==> src/rtl/fir_cfg_pkg.sv <==
// rtl/fir_cfg_pkg.sv - shared types and widths for the FIR config write sequencer
package fir_cfg_pkg;

    localparam int AW             = 6;
    localparam int DW             = 16;
    localparam int GAP_CYCLES_DEF = 16;

    typedef enum logic [1:0] {
        IDLE    = 2'd0,
        ISSUE   = 2'd1,
        WAIT    = 2'd2,
        CAPTURE = 2'd3
    } seq_state_t;

    typedef struct packed {
        logic [AW-1:0] addr;
        logic [DW-1:0] data;
    } cfg_cmd_t;

endpackage

==> src/rtl/fir_cfg_fifo.sv <==
// rtl/fir_cfg_fifo.sv - synchronous command FIFO of cfg_cmd_t, power-of-2 depth
module fir_cfg_fifo
    import fir_cfg_pkg::*;
#(
    parameter  int DEPTH = 8,
    localparam int PW    = $clog2(DEPTH),
    localparam int LW    = $clog2(DEPTH + 1)
) (
    input  logic          clk_a,
    input  logic          rst_n,
    input  logic          push,
    input  cfg_cmd_t      push_cmd,
    input  logic          pop,
    output cfg_cmd_t      head,
    output logic          full,
    output logic          empty,
    output logic [LW-1:0] level
);

    cfg_cmd_t      mem [DEPTH];
    logic [PW-1:0] wr_ptr;
    logic [PW-1:0] rd_ptr;
    logic          do_push;
    logic          do_pop;

    // Flags come from the registered level, so a fresh entry is never visible
    // in the cycle it is written.
    assign full    = (level == LW'(DEPTH));
    assign empty   = (level == '0);
    assign do_push = push && !full;
    assign do_pop  = pop && !empty;
    assign head    = mem[rd_ptr];

    always_ff @(posedge clk_a) begin
        if (do_push) begin
            mem[wr_ptr] <= push_cmd;
        end
    end

    always_ff @(posedge clk_a or negedge rst_n) begin
        if (!rst_n) begin
            wr_ptr <= '0;
            rd_ptr <= '0;
            level  <= '0;
        end else begin
            if (do_push) begin
                wr_ptr <= wr_ptr + PW'(1);
            end
            if (do_pop) begin
                rd_ptr <= rd_ptr + PW'(1);
            end
            case ({do_push, do_pop})
                2'b10:   level <= level + LW'(1);
                2'b01:   level <= level - LW'(1);
                default: level <= level;
            endcase
        end
    end

endmodule

==> src/rtl/fir_cfg_sequencer.sv <==
// rtl/fir_cfg_sequencer.sv - queues host config writes and issues them to the clk_a->clk_b CDC with a fixed hold-off; optional FIR_CFG_SEQ_STATS_EN adds tx_count/stall_seen
module fir_cfg_sequencer
    import fir_cfg_pkg::*;
#(
    parameter  int DEPTH      = 8,
    parameter  int GAP_CYCLES = GAP_CYCLES_DEF,
    localparam int LW         = $clog2(DEPTH + 1)
) (
    input  logic          clk_a,
    input  logic          rst_n,
    input  logic          host_valid,
    output logic          host_ready,
    input  logic [AW-1:0] host_addr,
    input  logic [DW-1:0] host_data,
    output logic [AW-1:0] p_address,
    output logic [DW-1:0] p_data,
    output logic          p_wr,
    input  logic [DW-1:0] p_data_back,
    output logic          rd_valid,
    output logic [AW-1:0] rd_addr,
    output logic [DW-1:0] rd_data,
    output logic          busy,
    output logic [LW-1:0] fifo_level
`ifdef FIR_CFG_SEQ_STATS_EN
    ,
    output logic [15:0]   tx_count,
    output logic [0:0]    stall_seen
`endif
);

    localparam int CW = $clog2(GAP_CYCLES);

    seq_state_t    state_q;
    seq_state_t    state_d;
    logic [CW-1:0] gap_cnt;
    logic          fifo_pop;
    logic          fifo_full;
    logic          fifo_empty;
    cfg_cmd_t      push_cmd;
    cfg_cmd_t      head_cmd;

    assign push_cmd.addr = host_addr;
    assign push_cmd.data = host_data;
    assign host_ready    = !fifo_full;
    assign busy          = (state_q != IDLE) || !fifo_empty;

    fir_cfg_fifo #(
        .DEPTH (DEPTH)
    ) u_fifo (
        .clk_a    (clk_a),
        .rst_n    (rst_n),
        .push     (host_valid),
        .push_cmd (push_cmd),
        .pop      (fifo_pop),
        .head     (head_cmd),
        .full     (fifo_full),
        .empty    (fifo_empty),
        .level    (fifo_level)
    );

    always_ff @(posedge clk_a or negedge rst_n) begin
        if (!rst_n) begin
            state_q <= IDLE;
        end else begin
            state_q <= state_d;
        end
    end

    always_comb begin
        state_d  = state_q;
        fifo_pop = 1'b0;
        unique case (state_q)
            IDLE: begin
                if (!fifo_empty) begin
                    fifo_pop = 1'b1;
                    state_d  = ISSUE;
                end
            end
            ISSUE:   state_d = WAIT;
            WAIT:    if (gap_cnt == '0) state_d = CAPTURE;
            CAPTURE: state_d = IDLE;
            default: state_d = IDLE;
        endcase
    end

    // p_wr is registered off the next state so the CDC sees a clean one-cycle
    // strobe aligned with ISSUE, and the async reset kills it immediately.
    always_ff @(posedge clk_a or negedge rst_n) begin
        if (!rst_n) begin
            gap_cnt   <= '0;
            p_address <= '0;
            p_data    <= '0;
            p_wr      <= 1'b0;
            rd_valid  <= 1'b0;
            rd_addr   <= '0;
            rd_data   <= '0;
        end else begin
            p_wr     <= (state_d == ISSUE);
            rd_valid <= (state_q == CAPTURE);
            if (fifo_pop) begin
                p_address <= head_cmd.addr;
                p_data    <= head_cmd.data;
            end
            if (state_q == ISSUE) begin
                gap_cnt <= CW'(GAP_CYCLES - 2);
            end else if ((state_q == WAIT) && (gap_cnt != '0)) begin
                gap_cnt <= gap_cnt - CW'(1);
            end
            if (state_q == CAPTURE) begin
                rd_addr <= p_address;
                rd_data <= p_data_back;
            end
        end
    end

`ifdef FIR_CFG_SEQ_STATS_EN
    always_ff @(posedge clk_a or negedge rst_n) begin
        if (!rst_n) begin
            tx_count   <= '0;
            stall_seen <= 1'b0;
        end else begin
            if ((state_q == CAPTURE) && (tx_count != 16'hFFFF)) begin
                tx_count <= tx_count + 16'd1;
            end
            if (host_valid && !host_ready) begin
                stall_seen <= 1'b1;
            end
        end
    end
`endif

endmodule

==> config.mk <==
export PLATFORM = sky130hd
export DESIGN_NAME = fir_cfg_sequencer
export DESIGN_NICKNAME = d
export VERILOG_FILES = /design/src/rtl/fir_cfg_pkg.sv /design/src/rtl/fir_cfg_fifo.sv /design/src/rtl/fir_cfg_sequencer.sv
export SDC_FILE = /design/constraint.sdc
export NUM_CORES = 1
export LEC_CHECK = 0
export BUFFER_PORTS_ARGS = -buffer_cell sky130_fd_sc_hd__clkbuf_2
export CAP_MARGIN = 5
export CORE_UTILIZATION = 53
export DETAILED_ROUTE_END_ITERATION = 12
export GPL_ROUTABILITY_DRIVEN = 1
export PLACE_DENSITY = 0.78
export SYNTH_ARGS = -nofsm -noshare
export SYNTH_HDL_FRONTEND = slang
export SYNTH_SLANG_ARGS = --single-unit
==> constraint.sdc <==
create_clock -name clk_a -period 2.9 [get_ports clk_a]
set_input_delay 0.58 -clock clk_a [delete_from_list [all_inputs] [get_ports clk_a]]
set_output_delay 0.58 -clock clk_a [all_outputs]
set_load 0.1 [all_outputs]
# Word-level counts from Yosys, hierarchy flattened
# Memory sizes are Yosys's and may differ from the RTL's. A register that Yosys moved wholly into a read port is not among the register bits.
# Index checks and enable logic that the tools add are counted.
classes:
  addsub: 5
  mul: 0
  div_mod_pow: 0
  magnitude_cmp: 0
  n_eq_ne: 7
  shifts: 0
  mux: 10
  n_bitwise: 0
  reduce_logical: 14
ops:
  columns: ["operator", "count"]
  rows:
  - ["4-bit logical NOT", 2]
  - ["4-bit two-way mux", 2]
  - ["2-bit one-hot mux with 4 select lines", 1]
  - ["4-bit one-hot mux with 2 select lines", 1]
  - ["4-bit by 1-bit subtractor with 4-bit output, second input constant", 2]
  - ["3-bit by 1-bit adder with 3-bit output, second input constant", 2]
  - ["2-bit by 1-bit == test with 1-bit output, second input constant", 3]
  - ["2-bit == test, second input constant", 3]
  - ["2-bit nonzero test", 3]
  - ["4-bit by 1-bit adder with 4-bit output, second input constant", 1]
  - ["4-bit == test, second input constant", 1]
  - ["1-bit two-way mux", 4]
  - ["2-bit two-way mux", 2]
  - ["4-bit nonzero test", 1]
  - ["1-bit logical AND", 3]
  - ["1-bit logical NOT", 3]
  - ["2-bit logical NOT", 1]
  - ["1-bit logical OR", 1]
totals:
  regBits: 40
  latchBits: 0
  ram_bits: 176
  rom_bits: 0
  output_inout_bits: 52
  elab_cells: 46
  n_memories: 1
memory_table:
  columns: ["name", "words", "width", "rd", "rd_clocked_by_memory_dff", "wr", "line_no", "rtl"]
  rows:
  - ["u_fifo.mem", 8, 22, 1, 1, 1, "fir_cfg_fifo.sv:20", "cfg_cmd_t mem [DEPTH];"]

# Logic depth before layout (Yosys ltp)
depth:
  word_depth: 6
  depth_mapped: 12
  depth_no_buf: 11

# By module
# A second synthesis with hierarchy kept.
hier_totals:
  hier_cells: 453
  hier_area_um2: 9479.1
modules_own_cells:
  columns: ["mod", "n_inst", "cells_per_inst", "area_each_um2", "seq_area_each_um2"]
  rows:
  - ["fir_cfg_fifo", 1, 321, 7420.9, 5535.3]
  - ["fir_cfg_sequencer", 1, 132, 2058.2, 1301.2]

# Worst setup path before layout
# Ideal clock, no wire load.
synth_path:
  path_kind: "register to register"
  startpoint: "register u_fifo.level[1]"
  endpoint: "memory u_fifo.mem[0][0] (netlist name) (enable)"
  setup_ns: 0.429
  arrival_ns: 3.607
  required_ns: 2.471
  slack_ns: -1.136
  stages_incl_launch_ff: 6
  n_path_buf: 1
  synth_period_minus_slack_ns: 4.036
  cell_sequence: "dfrtp_1 > buf_2 > or4b_4 > nand2_1 > or2_2 > nor3_1"
synth_via:
  elab_chain_cells: 5
synth_rtl:
  columns: ["element", "line_no", "rtl"]
  rows:
  - ["start: declaration", "fir_cfg_fifo.sv:17", "output logic [LW-1:0] level"]
  - ["start signal: assignment", "fir_cfg_fifo.sv:53", "2'b10: level <= level + LW'(1);"]
  - ["start signal: assignment", "fir_cfg_fifo.sv:54", "2'b01: level <= level - LW'(1);"]
  - ["start signal: assignment", "fir_cfg_fifo.sv:55", "default: level <= level;"]
  - ["4-bit == test", "fir_cfg_fifo.sv:28", "assign full = (level == LW'(DEPTH));"]
  - ["1-bit logical NOT", null, null]
  - ["named net host_ready", "fir_cfg_sequencer.sv:12", "output logic host_ready,"]
  - ["1-bit logical AND", "fir_cfg_fifo.sv:30", "assign do_push = push && !full;"]
  - ["1-bit two-way mux", "fir_cfg_fifo.sv:35", "if (do_push) begin"]
  - ["1-bit two-way mux (implied by the code)", "fir_cfg_fifo.sv:36", "mem[wr_ptr] <= push_cmd;"]
  - ["end: declaration", "fir_cfg_fifo.sv:20", null]
# The timed path passes the listed nets, and every way through them passes these cells.

# Worst setup path in the final report
layout_path:
  startpoint: "register u_fifo.level[0]"
  endpoint: "register u_fifo.level[2]"
layout_via:
  elab_chain_cells: 6
  word_cells_on_any_way: 14
  classes_between: "add/sub (2); eq/ne (3); mux (3); reduce/logical (6)"
layout_rtl:
  columns: ["element", "line_no", "rtl"]
  rows:
  - ["4-bit logical NOT *", "fir_cfg_fifo.sv:29", "assign empty = (level == '0);"]
  - ["1-bit two-way mux *", "fir_cfg_sequencer.sv:74", "if (!fifo_empty) begin"]
  - ["1-bit two-way mux *", "fir_cfg_sequencer.sv:72", "unique case (state_q)"]
  - ["named net fifo_pop", "fir_cfg_sequencer.sv:36", "logic fifo_pop;"]
  - ["1-bit logical AND *", "fir_cfg_fifo.sv:31", "assign do_pop = pop && !empty;"]
  - ["2-bit by 1-bit == test with 1-bit output or 2-bit == test (tied branches)", "fir_cfg_fifo.sv:52", "case ({do_push, do_pop})"]
  - ["4-bit one-hot mux with 2 select lines or 2-bit nonzero test (tied branches)", null, null]
# Mark *: on every way through the listed nets, which the timed path passes. The rest lies on a longest branch.
# A chain may end at the register's enable or synchronous reset.

==> flow_summary.ini <==
[cells_and_area]
multi_input_comb_area_um2 = 2311
finalNetCount = 709
diodes = 0
drive_above_1_share_pct = 35.01
final_cell_mix = 176 x edfxtp_1, 91 x clkbuf_2, 68 x mux2_2
final_common_cell = edfxtp_1
area_growth_pct = 16.49
fill_cells = 1209
area.sequential_um2 = 6845
final_cell_area_um2 = 10860

[critical_path]
reg2reg_depth = 10
cpMaxStageDelayCell = or4_1
worst-path-buf-inv = 1
r2r_setup_slack_ns = 0.32
critPathMaxFanout = 8
worstSetupPathType = flop to flop
max_stage_delay_ns = 0.58
r2r_end = u_fifo.level[2]
critPathMostFrequentCell = xor2_1
required_ns = 3.29
end_kind = flop
crit_chain = or4_1 -> nand2_2 -> inv_1 -> ha_1 -> xor2_1 -> ha_1 -> a21oi_1 -> xor2_1 -> nor2_1 -> xor2_1
worstSetupPathDepth = 10
arrival_ns = 2.97
crit_family = simple AND/OR/NAND/NOR gates
cp-start-kind = flop
reg2reg_from = u_fifo.level[0]

[floorplan]
die_w_um = 134.7
coreArea_um2 = 17240
die_h_um = 134.7
die-area_um2 = 18130
placementRows = 48
ios = 93
start_util_pct = 54.11

[place]
placed_area_um2 = 10080
numPortBuffers = 92
dpl.hpwl_mm = 10.39
gp_congestion = 0.7648

[grt]
grtUsageTotal_pct = 19.96
grt_max_degree = 47
grt_pass1_wl_mm = 27.38
overflow = 0
antenna_found_initial = 0
grt_pass1_vias = 5129

[yosys]
muxShareOfSynthArea_pct = 12.93
synth_seq_cells = 238
yosysTopAreaCellShare_pct = 56.67
synth-simple-area-share_pct = 3.434
synth_top_area_cell = edfxtp_1
avgSynthCellArea_um2 = 17.11
synth-seq-area-share_pct = 73.30
yosys-top-cells-area = edfxtp_1 57%, dfrtp_1 17%, mux2_2 8.2%
synthXorXnorAreaFrac_pct = 0.9391
syn_nets = 597
synth_area_um2 = 9326
ys_warn_count = 0
netlist_instances = 545
synth_top_family_by_area = multiplexers
synth-compound-area-share_pct = 5.567
synth.distinct_cells = 36
synthAdderAreaFrac_pct = 1.476

[route]
vias_per_cell = 5.565
ant_nets = 0
drc = 0
drt_iter0_drc = 261
wire_per_inst_um = 19.79
dr.pass1.iters = 4
wl_mm = 17.79
dr_total_vias = 5003

[clock_network]
clockBufferDepth = 3
clkSinkCount = 238
clk_pin_slew_ns = 0.06
cts_hold_buf = 1
cts_root_buf = clkbuf_16
postCtsSetupRepairBufs = 0
cts_buffers = 23
cts_resized = 0
worstSkewPairLatency_ns = 0.51
cts_max_level = 1
cts_tree = built

[run_status]
status = finished, final reports clean

[worst_hold_path]
min_delay_path_depth = 2
hold_end = rd_data[15]
min_from = p_data_back[15]
hold_class = input pin to flop

[timing]
rsz0062_at_grt = no
period_needed_ns = 2.581
worstMarginPinSlew_ns = 0.9909
post-route-period-util_pct = 89.01
setup_tns_ns = 0
slew_viol_final = 0
skew_ns = 0.01484
slew-limit-headroom_pct = 33.94
setup_viol = 0
finalHoldViolCount = 0
fmax_mhz = 387.4

[run]
drv_cap = 0
routing by layer:
layer  share of wire (%)  global-route usage, %  vias to the layer above
met5                   0                      0                        -
met4                 1.4                  6.804                        0
met3                 5.1                  3.679                       23
met2                  51                  34.25                      155
met1                  43                  25.63                     2506
li1                    -                      -                     2319
how the worst max path moves through the flow:
| stage | startpoint | end | slack [ns] |
|---|---|---|---|
| finish | u_fifo.level[0] | u_fifo.level[2] | 0.32 |
| CTS | u_fifo.level[0] | u_fifo.level[2] | 0.34 |
| detailed placement | u_fifo.level[0] | u_fifo.level[2] | 0.37 |
| global route | u_fifo.level[0] | u_fifo.level[2] | 0.26 |
| global placement | u_fifo.level[0] | u_fifo.level[2] | 0.53 |
| floorplan | u_fifo.level[1] | u_fifo.mem[1][0] | 0.07 |
registers in the layout (all words and copies together), names as in the netlist:
register and flops:
p_address 6, u_fifo.rd_ptr 3, u_fifo.wr_ptr 3, state_q 2, p_data 16, gap_cnt 4, p_wr 1, rd_valid 1
u_fifo.level 4, rd_addr 6, u_fifo.mem 176, rd_data 16
worst register-to-register path: stages, from the launching register on:
cell,delay [ns]
dfrtp_2,0.47
or4_1,0.58
nand2_2,0.10
inv_1,0.07
ha_1,0.28
xor2_1,0.20
ha_1,0.19
a21oi_1,0.17
xor2_1,0.19
nor2_1,0.07
xor2_1,0.14
final cells by class:
cell class              count  share of cell area, %
flip-flops and latches    238                  63.01
inverters                   6                 0.2073
well taps                 225                  2.591
repair buffers            113                  5.827
clock buffers              36                  6.772
clock inverters             6                 0.3225
multi-input cells         275                  21.27
cells by family after synthesis:
family,after synthesis
flops,238
mux,112
compound gates,74
simple gates,68
buf+inv,32
fa+ha+maj,11
xor+xnor,10
cell usage after synthesis:
master,n
nor3_1,3
or4b_4,1
inv_1,6
a221o_1,22
or4_1,1
nand3b_1,1
ha_1,11
nor2b_1,3
buf_8,2
nand3_1,3
dfrtp_1,62
mux2i_1,44
mux2_2,68
xor2_1,5
nor3b_1,2
clkbuf_2,1
a211o_1,2
or3b_2,1
o22ai_1,22
edfxtp_1,176
clkbuf_1,6
nor4_1,1
buf_2,3
or2_2,1
buf_6,7
and3b_1,1
o21ai_0,8
nand2_1,36
nor2_1,10
xnor2_1,5
buf_1,2
nand2b_1,4
o21ai_1,16
buf_4,5
a21oi_1,3
a31o_2,1
per-stage QoR:
stage          util [%]  worst slack [ns]  hold WS [ns]  std cells
5_1_grt           63.03            0.2563        0.2812        899
2_1_floorplan         -           0.07054        0.2844        545
3_5_place_dp      58.50            0.3679        0.4395        856
4_1_cts           63.03            0.3445        0.2812        899
6_report          63.03            0.3188        0.2996        899
3_3_place_gp      58.50            0.5251        0.4358        856
Power is not shown: default switching activity piles up to over one toggle a cycle in this logic, so the estimate is an artifact.
